[config.mk]
export PLATFORM = sky130hd
export DESIGN_NAME = int2flt_seq
export DESIGN_NICKNAME = d
export VERILOG_FILES = /design/src/rtl/fp16_pkg.sv /design/src/rtl/fp16_round_pack.sv /design/src/rtl/int2flt_seq.sv
export SDC_FILE = /design/constraint.sdc
export NUM_CORES = 1
export LEC_CHECK = 0
export BUFFER_PORTS_ARGS = -buffer_cell sky130_fd_sc_hd__buf_4
export CORE_MARGIN = 2
export CORE_UTILIZATION = 37
export CTS_CLUSTER_SIZE = 8
export DETAILED_ROUTE_END_ITERATION = 8
export SLEW_MARGIN = 40
export SYNTH_ARGS = -nofsm -noshare
export SYNTH_HDL_FRONTEND = slang
export SYNTH_SLANG_ARGS = --single-unit
[constraint.sdc]
create_clock -name clk -period 2.3 [get_ports clk]
set_input_delay 0.345 -clock clk [delete_from_list [all_inputs] [get_ports clk]]
set_output_delay 0.345 -clock clk [all_outputs]
set_load 0.1 [all_outputs]
[src/rtl/fp16_pkg.sv]
// Shared binary16 constants and sequencer state encoding used by the int<->float
// conversion stages.
package fp16_pkg;

  localparam int F16_BIAS        = 15;
  localparam int F16_EXP_W       = 5;
  localparam int F16_MAN_W       = 10;
  localparam int F16_EXP_MAX_INT = 30;

  typedef enum logic [3:0] {
    IDLE,
    RD_LO,
    RD_HI,
    ABS,
    NORM,
    PACK,
    WR_LO,
    WR_HI,
    DONE
  } state_t;

endpackage

[src/rtl/fp16_round_pack.sv]
// Packs a normalized 16-bit magnitude into binary16. Rounding is either truncation
// or round-to-nearest-even.
module fp16_round_pack
  import fp16_pkg::*;
(
  input  logic                 round_en,
  input  logic                 sign,
  input  logic [F16_EXP_W-1:0] exp,
  input  logic [15:0]          mag,
  output logic [15:0]          result
);

  logic [F16_MAN_W-1:0] mant;
  logic                 guard;
  logic                 sticky;
  logic                 inc;
  logic [F16_MAN_W:0]   mant_sum;
  logic [F16_EXP_W-1:0] exp_adj;

  // NOTE: every combinational output gets a default first so no path can infer a latch.
  always_comb begin
    mant     = mag[14:5];
    guard    = mag[4];
    sticky   = |mag[3:0];
    inc      = round_en & guard & (sticky | mant[0]);
    mant_sum = {1'b0, mant} + {{F16_MAN_W{1'b0}}, inc};
    // A mantissa carry leaves the low bits at zero and bumps the exponent.
    exp_adj  = exp + {{(F16_EXP_W-1){1'b0}}, mant_sum[F16_MAN_W]};
    result   = '0;
    if (mag != '0) begin
      result = {sign, exp_adj, mant_sum[F16_MAN_W-1:0]};
    end
  end

endmodule

[src/rtl/int2flt_seq.sv]
// Sequential int16 -> binary16 converter. It reads the operand from data memory,
// normalizes it one shift per cycle, and writes the packed half-float back.
module int2flt_seq
  import fp16_pkg::*;
#(
  parameter logic [7:0] IN_ADDR  = 8'd0,
  parameter logic [7:0] OUT_ADDR = 8'd2,
  parameter logic       ROUND    = 1'b0
) (
  input  logic       clk,
  input  logic       reset,
  input  logic       start,
  output logic       done,
  output logic [7:0] dm_addr,
  output logic       dm_wr_en,
  output logic [7:0] dm_wdata,
  input  logic [7:0] dm_rdata
);

  state_t               state;
  state_t               state_next;
  logic                 start_q;
  logic [7:0]           lo;
  logic [7:0]           hi;
  logic                 sign;
  logic [15:0]          mag;
  logic [F16_EXP_W-1:0] exp;
  logic [15:0]          result;
  logic [15:0]          packed_val;

  // NOTE: sequential state uses non-blocking assignments so all registers update together.
  always_ff @(posedge clk) begin
    if (reset) begin
      state   <= IDLE;
      start_q <= 1'b0;
    end else begin
      state   <= state_next;
      start_q <= start;
    end
  end

  // NOTE: datapath registers carry no reset; each request reloads them before use.
  always_ff @(posedge clk) begin
    case (state)
      RD_LO: lo <= dm_rdata;
      RD_HI: hi <= dm_rdata;
      ABS: begin
        sign <= hi[7];
        mag  <= hi[7] ? (~{hi, lo} + 16'd1) : {hi, lo};
        exp  <= F16_EXP_W'(F16_EXP_MAX_INT);
      end
      NORM: begin
        if (!mag[15]) begin
          mag <= {mag[14:0], 1'b0};
          exp <= exp - 1'b1;
        end
      end
      PACK:    result <= packed_val;
      default: ;
    endcase
  end

  fp16_round_pack u_round_pack (
    .round_en (ROUND),
    .sign     (sign),
    .exp      (exp),
    .mag      (mag),
    .result   (packed_val)
  );

  always_comb begin
    state_next = state;
    done       = 1'b0;
    dm_wr_en   = 1'b0;
    dm_addr    = IN_ADDR;
    dm_wdata   = 8'h00;
    case (state)
      IDLE:  if (start_q && !start) state_next = RD_LO;
      RD_LO: state_next = RD_HI;
      RD_HI: begin
        dm_addr    = IN_ADDR + 8'd1;
        state_next = ABS;
      end
      // A zero operand skips normalization; the packer maps a zero magnitude to +0.
      ABS:   state_next = ({hi, lo} == 16'h0000) ? PACK : NORM;
      NORM:  if (mag[15]) state_next = PACK;
      PACK:  state_next = WR_LO;
      WR_LO: begin
        dm_wr_en   = 1'b1;
        dm_addr    = OUT_ADDR;
        dm_wdata   = result[7:0];
        state_next = WR_HI;
      end
      WR_HI: begin
        dm_wr_en   = 1'b1;
        dm_addr    = OUT_ADDR + 8'd1;
        dm_wdata   = result[15:8];
        state_next = DONE;
      end
      DONE: begin
        done       = 1'b1;
        state_next = IDLE;
      end
      default: state_next = IDLE;
    endcase
  end

endmodule

# [Word level (Yosys, flattened, before mapping)]
# Cells that the tools add are included.
[classes] mux=13 reduce_logical=9 addsub=2 bitwise=1 n_eq_ne=11
[op_table] operator="16-bit 2-to-1 mux" count=2
[op_table] operator="16-bit one-hot mux with 2 select lines" count=1
[op_table] operator="4-bit one-hot mux with 8 select lines" count=1
[op_table] operator="16-bit by 1-bit adder with 16-bit output (second input constant)" count=1
[op_table] operator="4-bit by 3-bit == test with 1-bit output (second input constant)" count=4
[op_table] operator="16-bit zero test" count=1
[op_table] operator="16-bit inverter" count=1
[op_table] operator="8-bit one-hot mux with 2 select lines" count=1
[op_table] operator="16-bit nonzero test" count=1
[op_table] operator="5-bit one-hot mux with 2 select lines" count=1
[op_table] operator="4-bit by 2-bit == test with 1-bit output (second input constant)" count=2
[op_table] operator="4-bit 2-to-1 mux" count=2
[op_table] operator="2-bit != test (second input constant)" count=3
[op_table] operator="2-bit one-hot mux with 3 select lines" count=1
[op_table] operator="5-bit 2-to-1 mux" count=1
[op_table] operator="5-bit by 1-bit subtractor with 5-bit output (second input constant)" count=1
[op_table] operator="4-bit by 1-bit == test with 1-bit output (second input constant)" count=1
[op_table] operator="4-bit == test (second input constant)" count=1
[op_table] operator="4-bit zero test" count=1
[op_table] operator="2-bit AND reduction" count=2
[op_table] operator="1-bit 2-to-1 mux" count=3
[op_table] operator="2-bit nonzero test" count=1
[op_table] operator="2-bit OR reduction" count=1
[op_table] operator="1-bit logical AND" count=1
[op_table] operator="1-bit zero test" count=1
[word_totals] output_inout_bits=18 register_bits=59

# [Depth between registers and ports, before layout]
[logic_depth] word_depth=4 mapped_depth=7

# [Hierarchy]
# Synthesis repeated with hierarchy kept, for this count alone.
[unflattened] hier_cells=259 area_unflattened_um2=3019.1
[modules_own_cells] mod="int2flt_seq" cells_each=213 area_each_um2=2670.1 n_inst=1
[modules_own_cells] mod="fp16_round_pack" cells_each=46 area_each_um2=349.1 n_inst=1

# [Least setup slack after synthesis]
# Ideal clock, no wire load.
[synth_timing] kind="register to output" from="reg state[1]" to="out dm_addr[0]" arrival_time_ps=3141 path_slack_ps=-1186 t_required_ps=1955 path_stages_with_launch=4 cell_sequence="dfxtp_1 -> clkbuf_1 -> or3b_2 -> o21ai_0"
[synth_between] elab_chain_cells=2 elab_cells_between_ends=4
[synth_lines] element="start, declared" line="int2flt_seq.sv:20" rtl="state_t state;"
[synth_lines] element="start signal, assigned" line="int2flt_seq.sv:37" rtl="state <= state_next;"
[synth_lines] element="4-bit by 3-bit == test with 1-bit output or 4-bit by 2-bit == test with 1-bit output (tied branches)" line="int2flt_seq.sv:77" rtl="case (state)"
[synth_lines] element="2-bit one-hot mux with 3 select lines (*)" line="int2flt_seq.sv:77"
[synth_lines] element="end, declared" line="int2flt_seq.sv:14" rtl="output logic [7:0] dm_addr,"
# Every way passes the cells marked *; elsewhere a longest branch is shown, timed or not.

# [Final worst setup path]
[layout_timing] from="reg lo[0]" to="reg mag[14] (data pin)"
[layout_between] elab_chain_cells=4
[layout_lines] element="start, declared" line="int2flt_seq.sv:23" rtl="logic [7:0] lo;"
[layout_lines] element="start signal, assigned" line="int2flt_seq.sv:45" rtl="RD_LO: lo <= dm_rdata;"
[layout_lines] element="16-bit inverter" line="int2flt_seq.sv:49" rtl="mag <= hi[7] ? (~{hi, lo} + 16'd1) : {hi, lo};"
[layout_lines] element="16-bit by 1-bit adder with 16-bit output" line="int2flt_seq.sv:49"
[layout_lines] element="16-bit 2-to-1 mux" line="int2flt_seq.sv:49"
[layout_lines] element="16-bit one-hot mux with 2 select lines" line="int2flt_seq.sv:44" rtl="case (state)"
[layout_lines] element="end signal, assigned" line="int2flt_seq.sv:49"
[layout_lines] element="end signal, assigned" line="int2flt_seq.sv:54" rtl="mag <= {mag[14:0], 1'b0};"
[layout_lines] element="end, declared" line="int2flt_seq.sv:26" rtl="logic [15:0] mag;"
# Every way passes these cells.
# A chain may end at the register's enable or synchronous reset.

==> impl_results.md <==
- Hold Path Class: in2reg
- Clock Tree Buf Depth: 2
- Startpoint types: register
- H-tree Lvls: 3
- Post-Route Utilization: 44.2%
- Worst path bufs/invs: 1
- Die X-Extent: 91.1 um
- Clk slew on worst S/H paths: 60 ps
- PD cells: 851 nW/um^2
- Iter 0 DRT Violations: 85
- Min Tclk post-route: 2090 ps
- LEAKAGE: 1.11 nW
- F_max: 478 MHz
- Critical Path Fanout Max: 4
- Number of synthesized register bits: 59
- TritonCTS clock tree: done
- Worst slack at placement: 214 ps
- Largest net degree at the start of global routing: 21
- Max incr delay on CP: 540 ps
- Drt wl/cell: 14.1 um
- Inserted Clock Buffers: 9
- Hold depth: 1
- Post-CTS Setup Bufs: 0
- Share of layout cells above drive strength 1: 23.7%
- Initial Util: 38.5%
- Post-synth EDFFs: 54
- Dpl hpwl: 3620 um
- CP delay by family, top: simple AND/OR/NAND/NOR gates
- Post-CTS Hold Buffers: 0
- DRT antenna net count: 0
- Fillcell total: 697
- Arr. time, crit path: 2170 ps
- Global placer's final weighted congestion: 0.805
- Input/output buffers: 22
- Core ar.: 7290 um^2
- Via Count: 1766
- Clk_skew: 5.21 ps
- Max_cap viols: 0
- Skew-Pair Late Insertion Delay: 330 ps
- Share of flip-flops with an asynchronous set or reset: 0%
- Levels on crit path: 6
- R2R depth: 6
- Register area share after synthesis: 61.4%
- Final period util: 91.0%
- Setup TNS: 0 ps
- CP max-delay cell: or4b_1
- Routed wire length: 5100 um
- Root Driver: clkbuf_8
- Total GRT Usage: 13.5%
- RSZ-0062 raised after global routing: no
- Worst Setup End Kind: register
- Syn. warnings: 0
- Yosys cell types: 35
- Avg Vias per Cell: 4.89
- Clock tree sinks: 59
- Critical path class: reg2reg
- Ys flop type: edfxtp_1
- Worst slew margin: 62.1%
- Worst-case vdd ir drop: 0.628 mV
- Gr ovfl total: 0
- Final net count: 270
- Ports: 29
- Final WS setup: 206 ps
- Chip height: 91.1 um
- Diode count: 0
- Layout area overhead: 14.9%
- Fin. Hold Viols: 0
- Worst slew pin tran: 568 ps
- Vias in the first global route: 1742
- CP required: 2380 ps
- Site Rows: 31
- Syn avg cell area: 11.7 um^2
- Initial antenna violation count: 0
- Netlist Area Pre-Place: 2800 um^2
- Fin. max-slew vios: 0
- Drt pass-1 iters: 4
- Outcome: complete, no violations
- # setup viols final: 0
- Die area: 8290 um^2
- Cell Chain, Critical Path: inv_1 > ha_1 > or4b_1 > o41ai_2 > xor2_1 > a21oi_1
- Post-Syn Instances: 239
- First-pass GRT wire length: 8740 um
- CTS resizes: 1
- DRC: 0
-- worst paths after layout --
kind / start / to / slack [ps]
worst max-delay path: lo[0]$_DFFE_PP_ / mag[14]$_DFFE_PP_ / 210
worst min-delay path: dm_rdata[6] / hi[6]$_DFFE_PP_ / 200
worst min register to register: mag[14]$_DFFE_PP_ / result[9]$_SDFFCE_PN0P_ / 500
worst max register to register: lo[0]$_DFFE_PP_ / mag[14]$_DFFE_PP_ / 210
-- layout make-up --
class                   count  area [um^2]  share of cell area [%]
well taps                  99          124                    3.84
inverters                   9         37.5                    1.17
flip-flops and latches     59         1720                    53.5
clock buffers              10          128                    3.96
repair buffers             28          214                    6.64
clock inverters             6         32.5                    1.01
multi-input cells         150          963                    29.9
-- routing by layer --
layer	up-vias	routed length, um	global-route usage (%)
met5	-	0	0
met4	0	85	6.06
met3	5	224	4.07
met2	37	2360	20.8
met1	838	2430	17.7
li1	886	-	-
-- synthesized netlist by cell type, types with 2 or more instances --
library cell | number | share of area (%)
edfxtp_1 | 54 | 58
clkbuf_1 | 18 | 2.4
nor2_1 | 18 | 2.4
a21oi_1 | 16 | 2.9
xor2_1 | 13 | 4.1
nand2_1 | 11 | 1.5
o21ai_0 | 11 | 2.0
inv_1 | 9 | 1.2
mux2i_1 | 9 | 3.2
nand3_1 | 9 | 1.6
and2_1 | 7 | 1.6
buf_4 | 7 | 1.9
nor3_1 | 7 | 1.2
dfxtp_1 | 5 | 3.6
nor4_1 | 5 | 1.1
o31ai_1 | 4 | 1.1
or2_2 | 4 | 0.89
or3_1 | 4 | 0.89
xnor2_1 | 4 | 1.2
o41ai_2 | 3 | 1.7
or4_1 | 3 | 0.80
ha_1 | 2 | 0.89
nand2b_1 | 2 | 0.45
o21ai_1 | 2 | 0.36
or3b_2 | 2 | 0.62
-- cell usage in the layout (no fill, tap or decap), types with 2 or more instances in the layout --
cell type,n
clkinv_2,5
nor2_1,14
dfxtp_1,4
xor2_1,13
nor4_1,5
edfxtp_1,54
nor3_1,7
o21ai_0,10
or3b_2,2
xnor2_1,4
o41ai_2,3
inv_1,8
nand3_1,9
and2_1,7
or4_1,3
clkinvlp_4,2
buf_4,27
or2_2,3
ha_1,2
nand2_1,11
nand2b_1,2
a21oi_1,16
conb_1,6
nor2_2,4
or3_1,4
mux2i_1,9
o21ai_2,2
o31ai_1,4
clkbuf_8,9
-- per-stage QoR --
stage | area, um^2 | power, W | hold WS [ps] | std cells
after floorplan | 2850 | 0.00185 | 417 | 244
after CTS | 3220 | 0.00277 | 183 | 361
after detailed placement | 3050 | 0.00199 | 484 | 345
after global placement | 3050 | 0.00198 | 479 | 345
final | 3220 | 0.00274 | 199 | 361
after global routing | 3220 | 0.00290 | 176 | 361
-- state kept, by name, indices dropped and copies added (netlist names) --
name and cells:
exp 5, mag 16, result 16, state 4
start_q 1, hi 8, lo 8, sign 1
-- cell families after synthesis --
logic type	share of synthesized area (%)
AO/OA/AOI/OAI	8.79
XOR/XNOR	5.31
buffers and inverters	5.62
other	0.134
flip-flops	61.4
multiplexers	3.21
AND/OR/NAND/NOR	14.6
adder cells (fa/ha/maj)	0.892
-- worst register-to-register path, delay by kind of cell, from the launching register on --
family                   cells  cell delay, ps
AO/OA/AOI/OAI                2             430
XOR/XNOR                     1             180
adder cells (fa/ha/maj)      1             180
buffers and inverters        1             100
flip-flops                   1             410
AND/OR/NAND/NOR              1             540
-- where the power goes --
group	leakage (nW)	switching (W)	internal, W
logic	0.501	0.000315	0.000198
registers	0.523	0.000137	0.00132
clock network	0.0856	0.000391	0.000380
total	1.11	0.000843	0.00190
Note: power is estimated with default switching activity, not from simulation.
